===== src/rtl/multicycle_pkg.sv =====
// Shared definitions for the multicycle RV32I-subset control path:
// FSM states, opcodes, ALU codes and datapath mux encodings.
package multicycle_pkg;

   typedef enum logic [3:0] {
      S_IDLE,
      S_FETCH,
      S_DECODE,
      S_MEMADR,
      S_MEMREAD,
      S_MEMWB,
      S_MEMWRITE,
      S_EXECR,
      S_EXECI,
      S_ALUWB,
      S_BEQ,
      S_JAL,
      S_JALWB,
      S_TRAP
   } state_e;

   localparam logic [6:0] OP_LOAD   = 7'b0000011;
   localparam logic [6:0] OP_STORE  = 7'b0100011;
   localparam logic [6:0] OP_RTYPE  = 7'b0110011;
   localparam logic [6:0] OP_ITYPE  = 7'b0010011;
   localparam logic [6:0] OP_BRANCH = 7'b1100011;
   localparam logic [6:0] OP_JAL    = 7'b1101111;

   localparam logic [2:0] F3_ADDSUB = 3'b000;
   localparam logic [2:0] F3_SLT    = 3'b010;
   localparam logic [2:0] F3_OR     = 3'b110;
   localparam logic [2:0] F3_AND    = 3'b111;
   localparam logic [2:0] F3_BEQ    = 3'b000;
   localparam logic [2:0] F3_WORD   = 3'b010;

   localparam logic [2:0] ALU_ADD = 3'b000;
   localparam logic [2:0] ALU_SUB = 3'b001;
   localparam logic [2:0] ALU_AND = 3'b010;
   localparam logic [2:0] ALU_OR  = 3'b011;
   localparam logic [2:0] ALU_SLT = 3'b101;

   localparam logic [1:0] ALUOP_ADD   = 2'b00;
   localparam logic [1:0] ALUOP_SUB   = 2'b01;
   localparam logic [1:0] ALUOP_FUNCT = 2'b10;

   localparam logic [1:0] SRCA_PC    = 2'b00;
   localparam logic [1:0] SRCA_OLDPC = 2'b01;
   localparam logic [1:0] SRCA_RS1   = 2'b10;

   localparam logic [1:0] SRCB_RS2  = 2'b00;
   localparam logic [1:0] SRCB_IMM  = 2'b01;
   localparam logic [1:0] SRCB_FOUR = 2'b10;

   localparam logic [1:0] RES_ALUOUT = 2'b00;
   localparam logic [1:0] RES_DATA   = 2'b01;
   localparam logic [1:0] RES_ALU    = 2'b10;

   localparam logic [1:0] IMM_I = 2'b00;
   localparam logic [1:0] IMM_S = 2'b01;
   localparam logic [1:0] IMM_B = 2'b10;
   localparam logic [1:0] IMM_J = 2'b11;

   function automatic logic alu_funct3_ok(input logic [2:0] f3);
      return (f3 == F3_ADDSUB) || (f3 == F3_SLT) || (f3 == F3_OR) || (f3 == F3_AND);
   endfunction

endpackage


===== src/rtl/multicycle_control_alu_decoder.sv =====
// ALU operation decoder: maps alu_op/funct fields to the 3-bit ALU code and
// flags funct3 values the ALU cannot execute.
module alu_decoder
   import multicycle_pkg::*;
(
   input  logic [1:0] alu_op,
   input  logic [2:0] funct3,
   input  logic       funct7b5,
   input  logic       op5,
   output logic [2:0] alu_control,
   output logic       illegal
);

   // illegal is independent of alu_op so DECODE can vet funct3 ahead of EXEC.
   assign illegal = !alu_funct3_ok(funct3);

   always_comb begin
      alu_control = ALU_ADD;
      case (alu_op)
         ALUOP_SUB: alu_control = ALU_SUB;
         ALUOP_FUNCT: begin
            case (funct3)
               F3_ADDSUB: alu_control = (op5 && funct7b5) ? ALU_SUB : ALU_ADD;
               F3_SLT:    alu_control = ALU_SLT;
               F3_OR:     alu_control = ALU_OR;
               F3_AND:    alu_control = ALU_AND;
               default:   alu_control = ALU_ADD;
            endcase
         end
         default: alu_control = ALU_ADD;
      endcase
   end

endmodule


===== src/rtl/multicycle_control.sv =====
// Main control FSM of the multicycle core: sequences fetch, decode, execute,
// memory and writeback through the shared ALU and unified memory port.
module multicycle_control
   import multicycle_pkg::*;
#(
   parameter int unsigned RESET_WAIT = 1
) (
   input  logic       clk,
   input  logic       resetn,
   input  logic [6:0] opcode,
   input  logic [2:0] funct3,
   input  logic       funct7b5,
   input  logic       zero,
   input  logic       mem_ready,
   output logic       mem_req,
   output logic       mem_write,
   output logic       adr_src,
   output logic       ir_write,
   output logic       pc_write,
   output logic       reg_write,
   output logic [1:0] alu_src_a,
   output logic [1:0] alu_src_b,
   output logic [1:0] result_src,
   output logic [1:0] imm_src,
   output logic [2:0] alu_control,
   output logic       trap
);

   localparam logic [3:0] WAIT_LAST = 4'(RESET_WAIT - 1);

   state_e     state_q, state_d;
   logic [3:0] wait_q, wait_d;
   logic [1:0] alu_op;
   logic       funct_illegal;
   logic       dec_legal;

   alu_decoder u_alu_decoder (
      .alu_op      (alu_op),
      .funct3      (funct3),
      .funct7b5    (funct7b5),
      .op5         (opcode[5]),
      .alu_control (alu_control),
      .illegal     (funct_illegal)
   );

   always_ff @(posedge clk or negedge resetn) begin
      if (!resetn) begin
         state_q <= S_IDLE;
         wait_q  <= '0;
      end else begin
         state_q <= state_d;
         wait_q  <= wait_d;
      end
   end

   always_comb begin
      case (opcode)
         OP_LOAD, OP_STORE: dec_legal = (funct3 == F3_WORD);
         OP_RTYPE, OP_ITYPE: dec_legal = !funct_illegal;
         OP_BRANCH: dec_legal = (funct3 == F3_BEQ);
         OP_JAL: dec_legal = 1'b1;
         default: dec_legal = 1'b0;
      endcase
   end

   always_comb begin
      state_d    = state_q;
      wait_d     = wait_q;
      mem_req    = 1'b0;
      mem_write  = 1'b0;
      adr_src    = 1'b0;
      ir_write   = 1'b0;
      pc_write   = 1'b0;
      reg_write  = 1'b0;
      alu_src_a  = SRCA_PC;
      alu_src_b  = SRCB_RS2;
      result_src = RES_ALUOUT;
      imm_src    = IMM_I;
      alu_op     = ALUOP_ADD;
      trap       = 1'b0;

      case (state_q)
         S_IDLE: begin
            if (wait_q == WAIT_LAST) begin
               wait_d  = '0;
               state_d = S_FETCH;
            end else begin
               wait_d = wait_q + 4'd1;
            end
         end
         S_FETCH: begin
            mem_req    = 1'b1;
            alu_src_a  = SRCA_PC;
            alu_src_b  = SRCB_FOUR;
            result_src = RES_ALU;
            if (mem_ready) begin
               ir_write = 1'b1;
               pc_write = 1'b1;
               state_d  = S_DECODE;
            end
         end
         S_DECODE: begin
            // Branch target OldPC + immB is parked in ALUOut for BEQ.
            alu_src_a = SRCA_OLDPC;
            alu_src_b = SRCB_IMM;
            imm_src   = IMM_B;
            if (!dec_legal) begin
               state_d = S_TRAP;
            end else begin
               case (opcode)
                  OP_LOAD, OP_STORE: state_d = S_MEMADR;
                  OP_RTYPE:          state_d = S_EXECR;
                  OP_ITYPE:          state_d = S_EXECI;
                  OP_BRANCH:         state_d = S_BEQ;
                  OP_JAL:            state_d = S_JAL;
                  default:           state_d = S_TRAP;
               endcase
            end
         end
         S_MEMADR: begin
            alu_src_a = SRCA_RS1;
            alu_src_b = SRCB_IMM;
            imm_src   = opcode[5] ? IMM_S : IMM_I;
            state_d   = opcode[5] ? S_MEMWRITE : S_MEMREAD;
         end
         S_MEMREAD: begin
            mem_req    = 1'b1;
            adr_src    = 1'b1;
            result_src = RES_ALUOUT;
            if (mem_ready) state_d = S_MEMWB;
         end
         S_MEMWB: begin
            result_src = RES_DATA;
            reg_write  = 1'b1;
            state_d    = S_FETCH;
         end
         S_MEMWRITE: begin
            mem_req    = 1'b1;
            mem_write  = 1'b1;
            adr_src    = 1'b1;
            result_src = RES_ALUOUT;
            if (mem_ready) state_d = S_FETCH;
         end
         S_EXECR: begin
            alu_src_a = SRCA_RS1;
            alu_src_b = SRCB_RS2;
            alu_op    = ALUOP_FUNCT;
            state_d   = S_ALUWB;
         end
         S_EXECI: begin
            alu_src_a = SRCA_RS1;
            alu_src_b = SRCB_IMM;
            imm_src   = IMM_I;
            alu_op    = ALUOP_FUNCT;
            state_d   = S_ALUWB;
         end
         S_ALUWB: begin
            result_src = RES_ALUOUT;
            reg_write  = 1'b1;
            state_d    = S_FETCH;
         end
         S_BEQ: begin
            alu_src_a  = SRCA_RS1;
            alu_src_b  = SRCB_RS2;
            alu_op     = ALUOP_SUB;
            result_src = RES_ALUOUT;
            pc_write   = zero;
            state_d    = S_FETCH;
         end
         S_JAL: begin
            alu_src_a  = SRCA_OLDPC;
            alu_src_b  = SRCB_FOUR;
            result_src = RES_ALUOUT;
            pc_write   = 1'b1;
            state_d    = S_JALWB;
         end
         S_JALWB: begin
            alu_src_a  = SRCA_OLDPC;
            alu_src_b  = SRCB_FOUR;
            result_src = RES_ALU;
            reg_write  = 1'b1;
            state_d    = S_FETCH;
         end
         S_TRAP: begin
            trap    = 1'b1;
            state_d = S_TRAP;
         end
         default: state_d = S_TRAP;
      endcase
   end

endmodule


===== config.mk =====
export PLATFORM = sky130hd
export DESIGN_NAME = multicycle_control
export DESIGN_NICKNAME = d
export VERILOG_FILES = /design/src/rtl/multicycle_pkg.sv /design/src/rtl/multicycle_control_alu_decoder.sv /design/src/rtl/multicycle_control.sv
export SDC_FILE = /design/constraint.sdc
export NUM_CORES = 1
export LEC_CHECK = 0
export CAP_MARGIN = 15
export CORE_ASPECT_RATIO = 0.8
export CORE_MARGIN = 2
export CORE_UTILIZATION = 50
export DETAILED_ROUTE_END_ITERATION = 7
export GPL_ROUTABILITY_DRIVEN = 1
export GPL_TIMING_DRIVEN = 0
export PLACE_DENSITY = 0.87
export SLEW_MARGIN = 40
export SYNTH_ARGS = -nofsm -noshare
export SYNTH_HDL_FRONTEND = slang
export SYNTH_SLANG_ARGS = --single-unit

===== constraint.sdc =====
create_clock -name clk -period 5.2 [get_ports clk]
set_clock_uncertainty 0.2 [all_clocks]
set_input_delay 1.3 -clock clk [delete_from_list [all_inputs] [get_ports clk]]
set_output_delay 1.3 -clock clk [all_outputs]
set_load 0.005 [all_outputs]

==> flow_summary_export.csv, run 1 <==
group,metric,value,unit
status,status,"finished clean",
yosys,ys.flop_type,"dfrtp_1",
timing,final_max_slew_viol_count,0,
routing,dr.pass1.iters,4,
clock_network,cts_root_buf,"clkbuf_4",
final_layout,nets,199,
clock_network,clk_latency,260,ps
grt,grt_usage,24.4,%
timing,min_period_over_period,84.5,%
floorplanning,die_h,45.2,microns
floorplanning,rows,14,
clock_network,clock_path_buffers,2,
timing,setup_violations,0,
worst_setup_path,end_kind,"output pin",
grt,grt_pass1_vias,1178,
routing,drt_iter0_drc,40,
yosys,avgSynthCellArea,7.42,sq um
clock_network,clk_pin_slew,50,ps
yosys,synth_seq_cells,8,
run,max_cap_viol_count,0,
grt,overflow,0,
floorplanning,io-pin-count,33,
placement,hpwl,2290,microns
yosys,synth_cells,143,
routing,drcViolationCount,0,
worst_setup_path,critPathLaunchType,"input pin",
routing,vias,1216,
routing,wl_per_cell,14.2,microns
placement,gp_congestion,0.883,
timing,fin_ws,804,ps
floorplanning,die_w,55.5,microns
power,vdd_drop_max,0.000380,V
placement,pre_cts_slack,836,ps
clock_network,htree_levels,1,
clock_network,clock-sinks,8,
timing,rsz0062_at_grt,"false",
routing,postRouteWirelength,2870,microns
final_layout,drive_gt1_share,12.9,%
timing,post-route-min-period,4400,ps
timing,tightestPinTransition,442,ps
yosys,yosys.area.top_type_share,18.9,%
worst_setup_path,cp.required,3700,ps
yosys,synth_cell_types,51,
yosys,async_flop_share,100,%
power,p_leak,0.599,nW
timing,slew_headroom,70.1,%
grt,grt_antenna_before_repair,0,
final_layout,final_common_cell,"clkdlybuf4s50_1",
worst_setup_path,path_max_fanout,6,
yosys,seq_area_frac_synth,18.9,%
clock_network,postCtsHoldBufs,0,
clock_network,cts_setup_buffers,0,
yosys,yosysWarnings,0,
clock_network,numCtsBuffers,3,
placement,portBuffers,32,
final_layout,area_growth,35.1,%
grt,grt_first_pass_wirelength,4870,microns
clock_network,cts_tree,"built",
floorplanning,initial_core_util,54.6,%
floorplanning,core,1940,sq um
yosys,yosys-top-cells-area,"dfrtp_1 19%, nor2_1 6.4%, nand2_1 5.7%, ha_1 4.7%, nand2b_1 3.5%",
power,power.density,423,nW/um^2
routing,postRouteAntennaNets,0,
grt,grt_max_degree,11,
floorplanning,fp.dieArea,2510,sq um
timing,fin_tns_setup,0,ps
worst_setup_path,arrival,2900,ps
routing,via_per_inst,6.02,
timing,max_freq,0.227,GHz
worst_setup_path,worstSetupPathType,"input pin to output pin",
timing,hold_viol_final,0,
yosys,syn-num-nets,162,
worst_hold_path,hp-class,"register to register",
clock_network,cts.repair.resized,0,
yosys,synth_edf_count,0,
final_layout,diodes,0,
final_layout,layout_common_cells,"32 x clkdlybuf4s50_1, 18 x nor2_1, 16 x nand2_1",
yosys,synth_area,1060,sq um
yosys,synth_top_area_cell,"dfrtp_1",
kinds of logic (layout without fill, tap and decap cells):
family          after synthesis  count (layout)  synth area share (%)
compound gates               40              40                  26.9
buf+inv                      20              55                  9.90
fa+ha+maj                     5               5                  5.66
simple gates                 65              65                  34.2
xor+xnor                      3               3                  2.48
flops                         8               8                  18.9
mux                           2               2                  2.00
critical path, cell delays in order:
cell and delay (ps):
clkdlybuf4s50_1 600, nand2b_1 150, o21ai_1 160, a32oi_1 70
nor2_1 120, clkdlybuf4s50_1 500
worst paths after layout:
check                                       from                     end  slack, ps  cells after the start
min in group asynchronous                 resetn   wait_q[1]$_DFFE_PN0P_       1110                      1
min reg2reg                wait_q[3]$_DFFE_PN0P_   wait_q[3]$_DFFE_PN0P_        290                      1
min                        wait_q[3]$_DFFE_PN0P_   wait_q[3]$_DFFE_PN0P_        290                      1
max                                    mem_ready                pc_write        800                      6
max reg2reg                wait_q[0]$_DFFE_PN0P_  state_q[0]$_DFFE_PN0P_       3240                      6
max in group asynchronous                 resetn  state_q[3]$_DFFE_PN0P_       3420                      1
Yosys cell counts, types with 2 or more instances:
master / number
inv_1: 8
o21ai_0: 4
nand3_1: 4
a21oi_1: 7
buf_4: 3
ha_1: 4
buf_6: 2
a21o_1: 2
o21ai_1: 5
o32ai_1: 2
nand2b_1: 6
nor4_1: 2
inv_2: 3
buf_2: 3
nand2_1: 16
and4bb_1: 2
nor2_1: 18
nor2b_1: 4
dfrtp_1: 8
nor3_1: 3
a221o_1: 2
a31o_2: 2
xor2_1: 2
a31oi_1: 4
area by class of cell:
class | count | area (sq um)
timing repair buffer | 32 | 320
tap | 24 | 30.0
clock buffer | 3 | 22.5
buffer | 9 | 63.8
sequential | 8 | 200
multi-input combinational | 115 | 756
fill | 155 | 510
inverter | 11 | 41.3
registers in the layout, summed over array words and instances, names as in the netlist:
name and count:
state_q 4, wait_q 4
report_power, final:
group,internal (mW),total (mW),switching (mW)
logic,0.228,0.459,0.231
clock network,0.0265,0.0491,0.0226
registers,0.0760,0.0991,0.0231
per-layer routing:
metal	global-route usage, %	vias to the layer above	part of all wire [%]
met5	0	-	0
met4	5.85	0	0.38
met3	5.16	3	5.0
met2	44.8	37	49
met1	29.9	577	46
li1	-	599	-
through the flow:
| stage | power [mW] | std cells | util (%) | cell area [sq um] | hold WS (ps) |
|---|---|---|---|---|---|
| 2_1_floorplan | 0.382 | 143 | - | 1060 | 267 |
| 3_3_place_gp | 0.542 | 199 | 72.6 | 1410 | 286 |
| 3_5_place_dp | 0.553 | 199 | 72.6 | 1410 | 288 |
| 4_1_cts | 0.604 | 202 | 73.7 | 1430 | 299 |
| 5_1_grt | 0.655 | 202 | 73.7 | 1430 | 319 |
| 6_report | 0.607 | 202 | 73.7 | 1430 | 294 |
Note: power is estimated with default switching activity, not from simulation.
==> inputs of run 2 (changes only) <==
--- a/config.mk
+++ b/config.mk
@@ -8,11 +8,11 @@
 export CAP_MARGIN = 15
 export CORE_ASPECT_RATIO = 0.8
 export CORE_MARGIN = 2
-export CORE_UTILIZATION = 50
+export CORE_UTILIZATION = 42
 export DETAILED_ROUTE_END_ITERATION = 7
 export GPL_ROUTABILITY_DRIVEN = 1
 export GPL_TIMING_DRIVEN = 0
-export PLACE_DENSITY = 0.87
+export PLACE_DENSITY = 0.78
 export SLEW_MARGIN = 40
 export SYNTH_ARGS = -nofsm -noshare
 export SYNTH_HDL_FRONTEND = slang
==> constraint.sdc (replaced) <==
create_clock -name clk -period 3.55 [get_ports clk]
set_clock_uncertainty 0.2 [all_clocks]
set_input_delay 0.8875 -clock clk [delete_from_list [all_inputs] [get_ports clk]]
set_output_delay 0.8875 -clock clk [all_outputs]
set_load 0.005 [all_outputs]
==> flow_summary_export.csv, run 2 (synthesis gave the netlist of run 1 again) <==
group,metric,value,unit
status,status,"finished clean",
clock_network,cts_tree,"built",
timing,max_freq,0.299,GHz
grt,grt_max_degree,11,
routing,vias,1248,
floorplanning,core,2420,sq um
floorplanning,rows,16,
worst_setup_path,worstSetupPathType,"register to output pin",
final_layout,final_common_cell,"clkdlybuf4s50_1",
grt,grtUsageMet2,35.9,%
clock_network,clock_path_buffers,2,
final_layout,final_cells,214,
final_layout,finalInstanceArea,1470,sq um
final_layout,layout_common_cells,"27 x clkdlybuf4s50_1, 18 x nor2_1, 16 x nand2_1",
routing,dr.pass1.iters,4,
timing,setup_violations,0,
power,p_int,487,uW
worst_setup_path,arrival,2260,ps
final_layout,drive_gt1_share,15.2,%
floorplanning,initial_core_util,43.8,%
routing,drt_iter0_drc,47,
routing,postRouteWirelength,3100,microns
clock_network,cts_setup_buffers,0,
grt,overflow,0,
placement,portBuffers,32,
routing,drcViolationCount,0,
final_layout,nets,199,
worst_setup_path,critPathLaunchType,"register",
clock_network,clk_latency,260,ps
worst_hold_path,hp-class,"register to register",
floorplanning,die_h,49.0,microns
worst_setup_path,path_max_fanout,10,
placement,dp_cells,211,
placement,hpwl,2330,microns
grt,grt_antenna_before_repair,0,
clock_network,clock-sinks,8,
clock_network,htree_levels,1,
clock_network,numCtsBuffers,3,
power,swShare,46.0,%
routing,postRouteAntennaNets,0,
grt,grt_first_pass_wirelength,5200,microns
final_layout,area_growth,38.9,%
grt,grt_pass1_vias,1205,
timing,fin_tns_setup,0,ps
final_layout,largest_registers,"state_q: 4 flops, wait_q: 4 flops",
run,max_cap_viol_count,0,
grt,grt_usage,22.4,%
routing,wl_per_cell,14.5,microns
power,power_switching,415,uW
floorplanning,fp.dieArea,2950,sq um
floorplanning,die_w,60.2,microns
placement,place_area,1430,sq um
power,seqPwrFrac,15.9,%
placement,gp_congestion,0.871,
clock_network,clk_pin_slew,60,ps
power,p_leak,0.668,nW
timing,min_period_over_period,94.2,%
floorplanning,io-pin-count,33,
grt,grt.busiest_layer,"met2",
grt,use_met3,5.57,%
power,vdd_drop_max,0.000225,V
timing,rsz0062_at_grt,"false",
timing,final_max_slew_viol_count,0,
clock_network,cts_root_buf,"clkbuf_4",
power,power_frac_comb,76.2,%
final_layout,diodes,0,
power,power.density,612,nW/um^2
timing,hold_viol_final,0,
routing,via_per_inst,5.83,
grt,use_met1,28.9,%
worst_setup_path,cp.required,2460,ps
timing,tightestPinTransition,511,ps
timing,slew_headroom,65.5,%
worst_setup_path,end_kind,"output pin",
timing,post-route-min-period,3340,ps
power,clkPwrFrac,7.9,%
## run 2: worst max-delay path, stage by stage, from the launching register on
cell and delay (ps):
dfrtp_1 410, buf_4 190, buf_6 140, nor2b_1 150, nand3_1 150, ha_1 340
nor2_1 110, clkdlybuf4s50_1 500
## run 2: metal layers
metal | vias to the layer above | wire (microns) | part of all wire [%]
li1 | 596 | - | -
met1 | 584 | 1280 | 41
met2 | 56 | 1530 | 49
met3 | 12 | 218 | 7.0
met4 | 0 | 72 | 2.3
met5 | - | 0 | 0
## run 2: layout make-up
cell class | instances | area [sq um]
buffer | 9 | 65.1
clock buffer | 3 | 22.5
fill | 212 | 948
inverter | 11 | 41.3
multi-input combinational | 115 | 766
sequential | 8 | 201
tap | 36 | 45.0
timing repair buffer | 32 | 333
## run 2: worst paths after layout
path	cells after the start	startpoint	slack, ps	endpoint
hold / removal	1	wait_q[3]$_DFFE_PN0P_	300	wait_q[3]$_DFFE_PN0P_
max in group asynchronous	1	resetn	2170	state_q[3]$_DFFE_PN0P_
setup reg to reg	6	wait_q[0]$_DFFE_PN0P_	1520	state_q[0]$_DFFE_PN0P_
setup / recovery	7	state_q[2]$_DFFE_PN0P_	210	alu_control[0]
hold reg to reg	1	wait_q[3]$_DFFE_PN0P_	300	wait_q[3]$_DFFE_PN0P_
min in group asynchronous	1	resetn	700	wait_q[3]$_DFFE_PN0P_
## run 2: what timing repair did
action	in CTS	in global routing
pin swaps	0	1
gates cloned	0	0
hold buffers	0	0
setup endpoints to repair	2	4
endpoints found under the hold margin	0	0
gates resized for setup	2	7
## run 2: through the flow
| stage | hold slack, ps | total power [mW] | util (%) | setup slack (ps) |
|---|---|---|---|---|
| final | 295 | 0.903 | 60.8 | 205 |
| after detailed placement | 289 | 0.814 | 58.9 | 28.5 |
| after global placement | 283 | 0.799 | 58.9 | 36.9 |
| after global routing | 322 | 0.979 | 60.8 | 77.8 |
| after floorplan | 267 | 0.560 | - | 918 |
| after CTS | 300 | 0.890 | 59.9 | 4.42 |
## run 2: power groups by stage
stage / sequential [mW] / combinational [mW] / clock (mW)
global placement: 0.143 / 0.656 / 0
finish: 0.143 / 0.688 / 0.0715
CTS: 0.142 / 0.676 / 0.0718
floorplan: 0.136 / 0.424 / 0
global route: 0.146 / 0.756 / 0.0769
detailed placement: 0.143 / 0.671 / 0
